<file path="src/rtl/ocd_sram_arb_pkg.sv">
// Shared types and constants for the OCD SRAM bank arbiter: FSM encoding,
// legal read-latency range and the built-in read-check pattern.
package ocd_sram_arb_pkg;

  typedef enum logic [1:0] {
    ST_IDLE    = 2'd0,
    ST_ACCESS  = 2'd1,
    ST_WAIT    = 2'd2,
    ST_CAPTURE = 2'd3
  } arb_state_e;

  localparam int RD_LAT_MIN = 1;
  localparam int RD_LAT_MAX = 3;

  // Expected content of a pre-loaded bank: low address byte, inverted for bank B.
  function automatic logic [7:0] chk_pattern(input logic [7:0] addr_lo, input logic bank);
    return addr_lo ^ {8{bank}};
  endfunction

endpackage

</file>
<file path="src/rtl/ocd_rr_arbiter2.sv">
// Two-way round-robin arbiter; the pointer only moves when a grant is issued.
module ocd_rr_arbiter2
  import ocd_sram_arb_pkg::*;
(
  input  logic       clk,
  input  logic       rst_n,
  input  logic [1:0] req_i,
  input  logic       en_i,
  output logic       gnt_vld_o,
  output logic       gnt_idx_o
);

  // ptr_q names the requester favoured on a tie; reset favours r0.
  logic ptr_q;

  assign gnt_vld_o = en_i & (|req_i);
  assign gnt_idx_o = (&req_i) ? ptr_q : req_i[1];

  always_ff @(posedge clk or negedge rst_n) begin
    if (!rst_n)         ptr_q <= 1'b0;
    else if (gnt_vld_o) ptr_q <= ~gnt_idx_o;
  end

endmodule

</file>
<file path="src/rtl/ocd_sram_bank_arbiter.sv">
// Two-requester arbiter for the A/B SRAM macro pair and its output mux.
// Optional read checker enabled by defining OCD_SRAM_ARB_CHECK_EN.
module ocd_sram_bank_arbiter
  import ocd_sram_arb_pkg::*;
#(
  parameter int ADDR_W = 9,
  parameter int RD_LAT = 1
) (
`ifdef USE_POWER_PINS
  inout  wire               vdd,
  inout  wire               vss,
`endif
`ifdef OCD_SRAM_ARB_CHECK_EN
  input  logic              err_clr,
  output logic [7:0]        err_cnt,
`endif
  input  logic              clk,
  input  logic              rst_n,
  input  logic              r0_req,
  input  logic              r0_we,
  input  logic              r0_bank,
  input  logic [ADDR_W-1:0] r0_addr,
  input  logic [7:0]        r0_wdata,
  output logic              r0_gnt,
  output logic              r0_rvalid,
  input  logic              r1_req,
  input  logic              r1_we,
  input  logic              r1_bank,
  input  logic [ADDR_W-1:0] r1_addr,
  input  logic [7:0]        r1_wdata,
  output logic              r1_gnt,
  output logic              r1_rvalid,
  output logic [7:0]        rdata,
  output logic              busy,
  output logic [ADDR_W-1:0] sram_addr,
  output logic [7:0]        sram_d,
  output logic              sram_gwen_n,
  output logic              sram_cen_a_n,
  output logic              sram_cen_b_n,
  output logic              mux_s,
  input  logic [7:0]        mux_y
);

  if (RD_LAT < RD_LAT_MIN || RD_LAT > RD_LAT_MAX) begin : g_bad_rd_lat
    $error("ocd_sram_bank_arbiter: RD_LAT must be within 1..3");
  end

  localparam logic [1:0] WAIT_LAST = (RD_LAT > 1) ? 2'(RD_LAT - 2) : 2'd0;

  arb_state_e        state_q, state_d;
  logic [1:0]        wait_q, wait_d;
  logic              we_q, bank_q, who_q, mux_s_q;
  logic [ADDR_W-1:0] addr_q;
  logic [7:0]        wdata_q, rdata_q;
  logic [1:0]        rvalid_q;
  logic              grant, gidx, acc, cap;
  logic              sel_we, sel_bank;
  logic [ADDR_W-1:0] sel_addr;
  logic [7:0]        sel_wdata;

  ocd_rr_arbiter2 u_rr (
    .clk       (clk),
    .rst_n     (rst_n),
    .req_i     ({r1_req, r0_req}),
    .en_i      (state_q == ST_IDLE),
    .gnt_vld_o (grant),
    .gnt_idx_o (gidx)
  );

  assign sel_we    = gidx ? r1_we    : r0_we;
  assign sel_bank  = gidx ? r1_bank  : r0_bank;
  assign sel_addr  = gidx ? r1_addr  : r0_addr;
  assign sel_wdata = gidx ? r1_wdata : r0_wdata;

  assign acc = (state_q == ST_ACCESS);
  assign cap = (state_q == ST_CAPTURE);

  always_comb begin
    state_d = state_q;
    wait_d  = wait_q;
    unique case (state_q)
      ST_IDLE:    if (grant) state_d = ST_ACCESS;
      ST_ACCESS: begin
        wait_d = 2'd0;
        if (we_q)             state_d = ST_IDLE;
        else if (RD_LAT == 1) state_d = ST_CAPTURE;
        else                  state_d = ST_WAIT;
      end
      ST_WAIT: begin
        if (wait_q == WAIT_LAST) state_d = ST_CAPTURE;
        else                     wait_d  = wait_q + 2'd1;
      end
      ST_CAPTURE: state_d = ST_IDLE;
      default:    state_d = ST_IDLE;
    endcase
  end

  always_ff @(posedge clk or negedge rst_n) begin
    if (!rst_n) begin
      state_q <= ST_IDLE;
      wait_q  <= 2'd0;
    end else begin
      state_q <= state_d;
      wait_q  <= wait_d;
    end
  end

  // Request fields are frozen at the grant edge; mux_s only moves for reads.
  always_ff @(posedge clk or negedge rst_n) begin
    if (!rst_n) begin
      we_q     <= 1'b0;
      bank_q   <= 1'b0;
      who_q    <= 1'b0;
      addr_q   <= '0;
      wdata_q  <= 8'h00;
      mux_s_q  <= 1'b0;
      rdata_q  <= 8'h00;
      rvalid_q <= 2'b00;
    end else begin
      if (grant) begin
        we_q    <= sel_we;
        bank_q  <= sel_bank;
        who_q   <= gidx;
        addr_q  <= sel_addr;
        wdata_q <= sel_wdata;
        if (!sel_we) mux_s_q <= sel_bank;
      end
      if (cap) rdata_q <= mux_y;
      rvalid_q <= {cap & who_q, cap & ~who_q};
    end
  end

  // SRAM pins are decoded from state so an async reset releases them at once.
  assign sram_cen_a_n = ~(acc & ~bank_q);
  assign sram_cen_b_n = ~(acc &  bank_q);
  assign sram_gwen_n  = ~(acc &  we_q);
  assign sram_addr    = acc ? addr_q  : '0;
  assign sram_d       = acc ? wdata_q : 8'h00;
  assign r0_gnt       = acc & ~who_q;
  assign r1_gnt       = acc &  who_q;
  assign r0_rvalid    = rvalid_q[0];
  assign r1_rvalid    = rvalid_q[1];
  assign rdata        = rdata_q;
  assign busy         = (state_q != ST_IDLE);
  assign mux_s        = mux_s_q;

`ifdef OCD_SRAM_ARB_CHECK_EN
  logic [7:0] err_cnt_q;
  logic       miss;

  assign miss = cap && (mux_y != chk_pattern(addr_q[7:0], bank_q));

  always_ff @(posedge clk or negedge rst_n) begin
    if (!rst_n)                          err_cnt_q <= 8'h00;
    else if (err_clr)                    err_cnt_q <= 8'h00;
    else if (miss && err_cnt_q != 8'hFF) err_cnt_q <= err_cnt_q + 8'h01;
  end

  assign err_cnt = err_cnt_q;
`endif

endmodule

</file>
<file path="config.mk">
export PLATFORM = sky130hd
export DESIGN_NAME = ocd_sram_bank_arbiter
export DESIGN_NICKNAME = d
export VERILOG_FILES = /design/src/rtl/ocd_sram_arb_pkg.sv /design/src/rtl/ocd_rr_arbiter2.sv /design/src/rtl/ocd_sram_bank_arbiter.sv
export SDC_FILE = /design/constraint.sdc
export NUM_CORES = 1
export LEC_CHECK = 0
export CORE_ASPECT_RATIO = 0.8
export CORE_MARGIN = 4
export CORE_UTILIZATION = 44
export CTS_CLUSTER_DIAMETER = 40
export DETAILED_ROUTE_END_ITERATION = 12
export GPL_TIMING_DRIVEN = 1
export PLACE_DENSITY = 0.85
export SETUP_SLACK_MARGIN = 0.15
export SYNTH_ARGS = -nofsm -noshare
export SYNTH_HDL_FRONTEND = slang
export SYNTH_SLANG_ARGS = --single-unit
</file>
<file path="constraint.sdc">
create_clock -name clk -period 2.1 [get_ports clk]
set_input_delay 0.315 -clock clk [delete_from_list [all_inputs] [get_ports clk]]
set_output_delay 0.315 -clock clk [all_outputs]
set_load 0.02 [all_outputs]
</file>
# --- Yosys cells after proc, flatten, opt, wreduce, memory -nomap -nowiden ---
# Index checks and enable logic that the tools add are counted.
# W data, S select, Z words.
word_totals:
  register_bits: 36
  latch_bits: 0
  ram_bits: 0
  romBits: 0
  word_cells: 55
  memories: 0
classes:
  add_sub_neg: 1
  multipliers: 0
  n_div: 0
  n_lt_le_gt_ge: 0
  n_eq_ne: 6
  n_shift: 0
  mux: 13
  n_bitwise: 15
  n_reduce_logical: 9
ops:
  columns: ["operator", "count"]
  rows:
  - ["$mux W9", 2]
  - ["$mux W8", 2]
  - ["$and A1 B1 Y1", 8]
  - ["$mux W2", 4]
  - ["$pmux W2 S4", 1]
  - ["$reduce_and A2 Y1", 4]
  - ["$not A1 Y1", 7]
  - ["$ne A2 B2 Y1 const B", 3]
  - ["$eq A2 B2 Y1 const B", 2]
  - ["$logic_not A2 Y1", 2]
  - ["$pmux W2 S2", 1]
  - ["$reduce_bool A2 Y1", 2]
  - ["$mux W1", 3]
  - ["$add A2 B1 Y2 const B", 1]
  - ["$eq A2 B1 Y1 const B", 1]
  - ["$reduce_or A2 Y1", 1]

# --- Longest topological paths before layout ---
# Gate-level depths: netlist of run 1.
depth:
  word_depth: 5
  ltp_mapped: 6
  depth_no_buf: 6

# --- Modules after synthesis ---
# Synthesis of run 1 repeated with hierarchy kept, for this count alone.
unflattened:
  cells_unflattened: 167
  hier_area_um2: 1732.9
by_module_without_submodules:
  columns: ["module", "n_inst", "cells_each", "area_each_um2"]
  rows:
  - ["ocd_sram_bank_arbiter", 1, 161, 1677.9]
  - ["ocd_rr_arbiter2", 1, 6, 55.1]

# --- Worst setup path after synthesis of run 1 ---
# Ideal clock, no wire load.
synth_path:
  path_type: "register to output"
  startpoint: "register state_q[0]"
  endpoint: "output port sram_addr[5]"
  arrival_ns: 1.134
  t_required_ns: 1.785
  setup_slack_ns: 0.651
  stages_incl_launch_ff: 5
  n_path_buf: 2
  cell_sequence: "dfrtp_1 -> buf_2 -> and2b_1 -> clkbuf_1 -> and2_1"
synth_between:
  elab_chain_cells: 2
synth_lines:
  columns: ["element", "line_no", "text"]
  rows:
  - ["start: declaration", "ocd_sram_bank_arbiter.sv:50", "arb_state_e state_q, state_d;"]
  - ["start signal: assignment", "ocd_sram_bank_arbiter.sv:103", "state_q <= state_d;"]
  - ["$eq A2 B1 Y1", "ocd_sram_bank_arbiter.sv:75", "assign acc = (state_q == ST_ACCESS);"]
  - ["$mux W9", "ocd_sram_bank_arbiter.sv:137", "assign sram_addr = acc ? addr_q : '0;"]
  - ["end: declaration", "ocd_sram_bank_arbiter.sv:35", "output logic [ADDR_W-1:0] sram_addr,"]
# No other way between the ends.

# --- Final worst setup path of run 1 ---
layout_path:
  startpoint: "register state_q[1]"
  endpoint: "output port sram_addr[0]"
# The elaborated chain is that of the path after synthesis.

==> impl_metrics.env, run 1 <==
export IMPL_status="finished clean"
export IMPL_fin_crit_sh=0.892
export IMPL_tns_ps=0
export IMPL_gr_total_overflow=0
export IMPL_synth_area_per_cell_sq_um=10.5
export IMPL_post_cts_buffers=0
export IMPL_first_pass_iters=4
export IMPL_vias_per_cell=4.67
export IMPL_fmax_mhz=534
export IMPL_synth_flop_cell="dfrtp_1"
export IMPL_hold_path_class="in2async"
export IMPL_syn_area_sq_mm=0.00177
export IMPL_routed_wl_um=4060
export IMPL_start_util=0.462
export IMPL_grt_pass1_vias=1438
export IMPL_grt_pass1_wl_um=6680
export IMPL_drc=0
export IMPL_fin_crit_ps=1870
export IMPL_numCtsBuffers=5
export IMPL_async_flop_share=1.00
export IMPL_synth_top_area_frac=0.509
export IMPL_syn_nets=220
export IMPL_tritoncts="built"
export IMPL_dr_first_iter_drc_count=101
export IMPL_antenna_found_initial=0
export IMPL_grt_setup_unrepaired="yes"
export IMPL_synth_common_cells="dfrtp_1 (36), nand2_1 (24), mux2i_1 (20)"
export IMPL_cap_violations=0
export IMPL_start_kind="flip-flop"
export IMPL_synth_edff_count=0
export IMPL_cp_end_kind="primary output"
export IMPL_path_class="reg2out"
export IMPL_synth_seq_cells=36
export IMPL_grt_max_degree=37
export IMPL_cts_hold_buf=0
export IMPL_core_sq_mm=0.00383
export IMPL_row_count=20
export IMPL_ctsHtreeMaxLevel=2
export IMPL_finalClockSkew_ps=3.85
export IMPL_synth_area_leaders="dfrtp_1 (51%), mux2i_1 (11%), and2_1 (6.4%)"
export IMPL_dp_hpwl_um=3150
export IMPL_die_h_um=64.7
export IMPL_portBuffers=83
export IMPL_seq_area_frac_synth=0.509
export IMPL_cts_buffer_depth=2
export IMPL_relSlewSlack=0.485
export IMPL_yosysMostFrequentCell="dfrtp_1"
export IMPL_dr_total_vias=1462
export IMPL_num_antenna_cells=0
export IMPL_setup_viol=0
export IMPL_worst_ep_required_time_ps=1780
export IMPL_die_area_sq_mm=0.00511
export IMPL_antenna_left=0
export IMPL_clk_transition_reported_paths_ps=70
export IMPL_ios=84
export IMPL_final_nets=308
export IMPL_crit_arrival_ps=1560
export IMPL_clk_latency_ps=280
export IMPL_synth_area_leader_cell="dfrtp_1"
export IMPL_die_x_um=78.9
export IMPL_finalPower_mw=3.57
export IMPL_powerDensity_mw_per_mm2=1310
export IMPL_cts_resized=24
export IMPL_drive_above_1_share=0.120
export IMPL_place_congestion=0.727
export IMPL_syn2layout_area_growth_pct=53.5
export IMPL_drv_slew=0
export IMPL_grt_usage=0.170
export IMPL_drt_wirelength_per_cell_um=13.0
export IMPL_ir_drop_uv=781
export IMPL_finalHoldViolCount=0
export IMPL_ctsRootBufferMaster="clkbuf_8"
export IMPL_yosysWarningCount=0
export IMPL_crit_fanout=10
export IMPL_power_leakage_nw=1.27
export IMPL_synth_cell_types=26
export IMPL_worst_slew_pin_transition_ps=773
export IMPL_netlist_instances=169
export IMPL_cts_sinks=36
kinds of logic after synthesis:
group,Yosys count,share of synthesized area
DFF,36,0.509
and+or+nand+nor,56,0.158
buffers and inverters,16,0.0558
adders and majority gates,1,0.00707
muxes,28,0.164
AOI/OAI and AO/OA,32,0.107
critical path, cell delays in order, from the launching register on:
cell and delay, ps:
dfrtp_1 380, and2b_2 280, buf_4 180, and2_1 140, clkdlybuf4s15_1 300
cell type report:
class                   instances  area (sq um)
multi-input cells             117           772
flip-flops and latches         36           901
fillers                       318          1110
well taps                      55          68.8
clock buffers                   8          90.1
repair buffers                 90           860
inverters                       7          26.3
report_power, final:
part / switching, mW / internal [mW] / total [mW]
clock: 0.226 / 0.267 / 0.493
combinational: 1.02 / 0.882 / 1.90
sequential: 0.160 / 1.01 / 1.17
total: 1.40 / 2.16 / 3.57
layer usage:
metal  vias up  track usage  routed length [um]
li1        741            -                   -
met1       676        0.204                1740
met2        43        0.281                1950
met3         2       0.0639                 341
met4         0       0.0579                  23
met5         -            0                   0
layout by cell type (no fill, tap or decap):
cell / n
buf_12: 1
inv_1: 6
nor2_1: 5
nand2_1: 24
nor3b_1: 1
o21ai_1: 13
mux2_2: 8
nand2b_1: 3
o21ai_0: 9
clkdlybuf4s15_1: 7
nor3_1: 1
nor2b_1: 1
mux2i_1: 20
inv_2: 1
buf_4: 6
clkbuf_2: 3
dlygate4sd2_1: 13
buf_2: 1
o211a_1: 1
a31oi_1: 1
clkdlybuf4s50_1: 59
o21ai_2: 2
and2_1: 18
a211oi_4: 1
ha_1: 1
clkbuf_8: 6
clkbuf_1: 2
and2b_2: 1
a21oi_1: 5
dfrtp_1: 36
nor2_2: 1
and3_1: 1
per-stage QoR:
step | instance area, sq um | std cells | utilization | hold WS (ps) | worst slack (ps)
final | 2720 | 313 | 0.710 | 110 | 227
after global routing | 2720 | 313 | 0.710 | 171 | 139
after CTS | 2720 | 313 | 0.710 | 137 | 178
after detailed placement | 2660 | 305 | 0.694 | 432 | 158
after global placement | 2660 | 305 | 0.694 | 440 | 220
after floorplan | 1770 | 169 | - | 19.4 | 651
flip-flops by register name, summed over array words and instances, names as in the netlist:
signal and cells:
bank_q 1, who_q 1, rdata 8, mux_s 1, rvalid_q 2, addr_q 9, wdata_q 8, wait_q 2
u_rr.ptr_q 1, state_q 2, we_q 1
path summary, 6_finish.rpt:
path                       cells after the start                   start  slack [ps]                     end
min in group clk                               2  wdata_q[7]$_DFFE_PN0P_         470  wdata_q[7]$_DFFE_PN0P_
min                                            1                   rst_n         110    rdata[6]$_DFFE_PN0N_
max                                            4  state_q[1]$_DFFE_PN0P_         230            sram_addr[0]
max reg2reg                                    5  state_q[1]$_DFFE_PN0P_         700       mux_s$_DFFE_PN0P_
max in group asynchronous                      1                   rst_n        1500  wdata_q[1]$_DFFE_PN0P_
min reg2reg                                    2  wdata_q[7]$_DFFE_PN0P_         470  wdata_q[7]$_DFFE_PN0P_
No activity file was read; power rests on OpenSTA's default activity.
==> run 2, diff against run 1 <==
==> constraint.sdc (replaced) <==
create_clock -name clk -period 2.34 [get_ports clk]
set_input_delay 0.351 -clock clk [delete_from_list [all_inputs] [get_ports clk]]
set_output_delay 0.351 -clock clk [all_outputs]
set_load 0.02 [all_outputs]
==> impl_metrics.env, run 2 (same netlist as run 1, synthesis figures left out) <==
export IMPL_syn2layout_area_growth_pct=53.9
export IMPL_p_sw_mw=1.28
export IMPL_dp_hpwl_um=3130
export IMPL_p_sw_frac=0.395
export IMPL_cts_hold_buf=0
export IMPL_ctsRootBufferMaster="clkbuf_8"
export IMPL_worst_ep_required_time_ps=1990
export IMPL_path_cells="and2b_1 > buf_4 > and2_1 > dlygate4sd2_1"
export IMPL_worst_slew_pin_transition_ps=785
export IMPL_die_h_um=64.7
export IMPL_numCtsBuffers=5
export IMPL_gr_total_overflow=0
export IMPL_met1_usage=0.220
export IMPL_num_antenna_cells=0
export IMPL_power_leakage_nw=1.31
export IMPL_grt_util_met3=0.0542
export IMPL_clk_latency_ps=280
export IMPL_finalHoldViolCount=0
export IMPL_grt_usage=0.173
export IMPL_relSlewSlack=0.476
export IMPL_first_pass_iters=4
export IMPL_finalPower_mw=3.23
export IMPL_status="finished clean"
export IMPL_rrSetupSlack_ps=990
export IMPL_dr_first_iter_drc_count=83
export IMPL_portBuffers=83
export IMPL_pre_cts_slack_ps=363
export IMPL_critical_path_max_stage_delay_ps=450
export IMPL_regMostFlops="addr_q"
export IMPL_dr_total_vias=1476
export IMPL_antenna_left=0
export IMPL_cp_end_kind="primary output"
export IMPL_vias_per_cell=4.76
export IMPL_fin_ws_ps=351
export IMPL_p_comb_frac=0.517
export IMPL_row_count=20
export IMPL_setup_viol=0
export IMPL_busiest_layer="met2"
export IMPL_slowest_stage="dfrtp_1"
export IMPL_clk_transition_reported_paths_ps=70
export IMPL_path_class="reg2out"
export IMPL_drt_wirelength_per_cell_um=13.6
export IMPL_routed_wl_um=4210
export IMPL_grt_max_degree=37
export IMPL_met2_usage=0.273
export IMPL_mostFrequentLayoutCell="clkdlybuf4s50_1"
export IMPL_die_area_sq_mm=0.00511
export IMPL_fin_crit_sh=0.850
export IMPL_grt_setup_unrepaired="no"
export IMPL_pwr_share_seq=0.338
export IMPL_crit_arrival_ps=1640
export IMPL_fmax_mhz=503
export IMPL_power_internal_mw=1.96
export IMPL_antenna_found_initial=0
export IMPL_largest_reg_flops=9
export IMPL_drc=0
export IMPL_core_sq_mm=0.00383
export IMPL_die_x_um=78.9
export IMPL_cts_sinks=36
export IMPL_drive_above_1_share=0.106
export IMPL_tritoncts="built"
export IMPL_tns_ps=0
export IMPL_crit_fanout=12
export IMPL_post_cts_buffers=0
export IMPL_finalClockSkew_ps=3.05
export IMPL_layout_common_cells="clkdlybuf4s50_1 (60), dfrtp_1 (35), nand2_1 (24), mux2i_1 (20), dlygate4sd2_1 (19)"
export IMPL_final_area_sq_mm=0.00272
export IMPL_grt_pass1_vias=1459
export IMPL_clkPwrFrac=0.146
export IMPL_powerDensity_mw_per_mm2=1190
export IMPL_ctsHtreeMaxLevel=2
export IMPL_grt_pass1_wl_um=6790
export IMPL_drv_slew=0
export IMPL_ios=84
export IMPL_hold_path_class="in2async"
export IMPL_ir_drop_uv=683
export IMPL_start_util=0.462
export IMPL_place_congestion=0.748
export IMPL_fin_crit_ps=1990
export IMPL_post_dp_cell_area_sq_mm=0.00264
export IMPL_final_nets=306
export IMPL_cap_violations=0
export IMPL_cts_buffer_depth=2
export IMPL_start_kind="flip-flop"
run 2: final timing paths:
kind | startpoint | to | depth (start not counted)
max | state_q[1]$_DFFE_PN0P_ | sram_d[7] | 4
min | rst_n | rdata[1]$_DFFE_PN0N_ | 1
max reg2reg | state_q[0]$_DFFE_PN0P_ | rdata[6]$_DFFE_PN0N_ | 2
min reg2reg | addr_q[1]$_DFFE_PN0P_ | addr_q[1]$_DFFE_PN0P_ | 2
max in group asynchronous | rst_n | state_q[0]$_DFFE_PN0P_ | 1
min in group clk | addr_q[1]$_DFFE_PN0P_ | addr_q[1]$_DFFE_PN0P_ | 2
run 2: metal layers:
metal	wire [um]	up-vias
li1	-	733
met1	1830	679
met2	1990	54
met3	303	10
met4	76	0
met5	0	-
run 2: worst max-delay path, delay by kind of cell (launching register included):
kind | cells | cell delay, ps
buf+inv | 2 | 500
simple gates | 2 | 390
flops | 1 | 450
run 2: timing repair:
| action | 4_1_cts | 5_1_grt |
|---|---|---|
| pin swaps | 0 | 0 |
| gates cloned | 0 | 0 |
| endpoints found under the setup margin | 22 | 3 |
| resized for setup | 20 | 3 |
run 2: final cells by class:
| cell class | instances | area (sq um) |
|---|---|---|
| flip-flops and latches | 36 | 902 |
| inverters | 7 | 26.3 |
| clock buffers | 7 | 96.3 |
| multi-input cells | 117 | 771 |
| fillers | 300 | 1100 |
| well taps | 55 | 68.8 |
| repair buffers | 88 | 860 |
run 2: per-stage QoR:
stage,std cells,utilization,hold slack [ps]
after floorplan,169,-,55.4
final,310,0.711,144
after detailed placement,303,0.690,465
after CTS,310,0.709,167
after global routing,310,0.711,220
after global placement,303,0.690,456
run 2: power by group through the flow:
| stage | clock network, mW | registers [mW] | logic [mW] |
|---|---|---|---|
| CTS | 0.484 | 1.09 | 1.70 |
| floorplan | 0 | 1.15 | 0.958 |
| global route | 0.503 | 1.13 | 1.81 |
| detailed placement | 0 | 1.09 | 1.79 |
| global placement | 0 | 1.08 | 1.76 |
| finish | 0.471 | 1.09 | 1.67 |
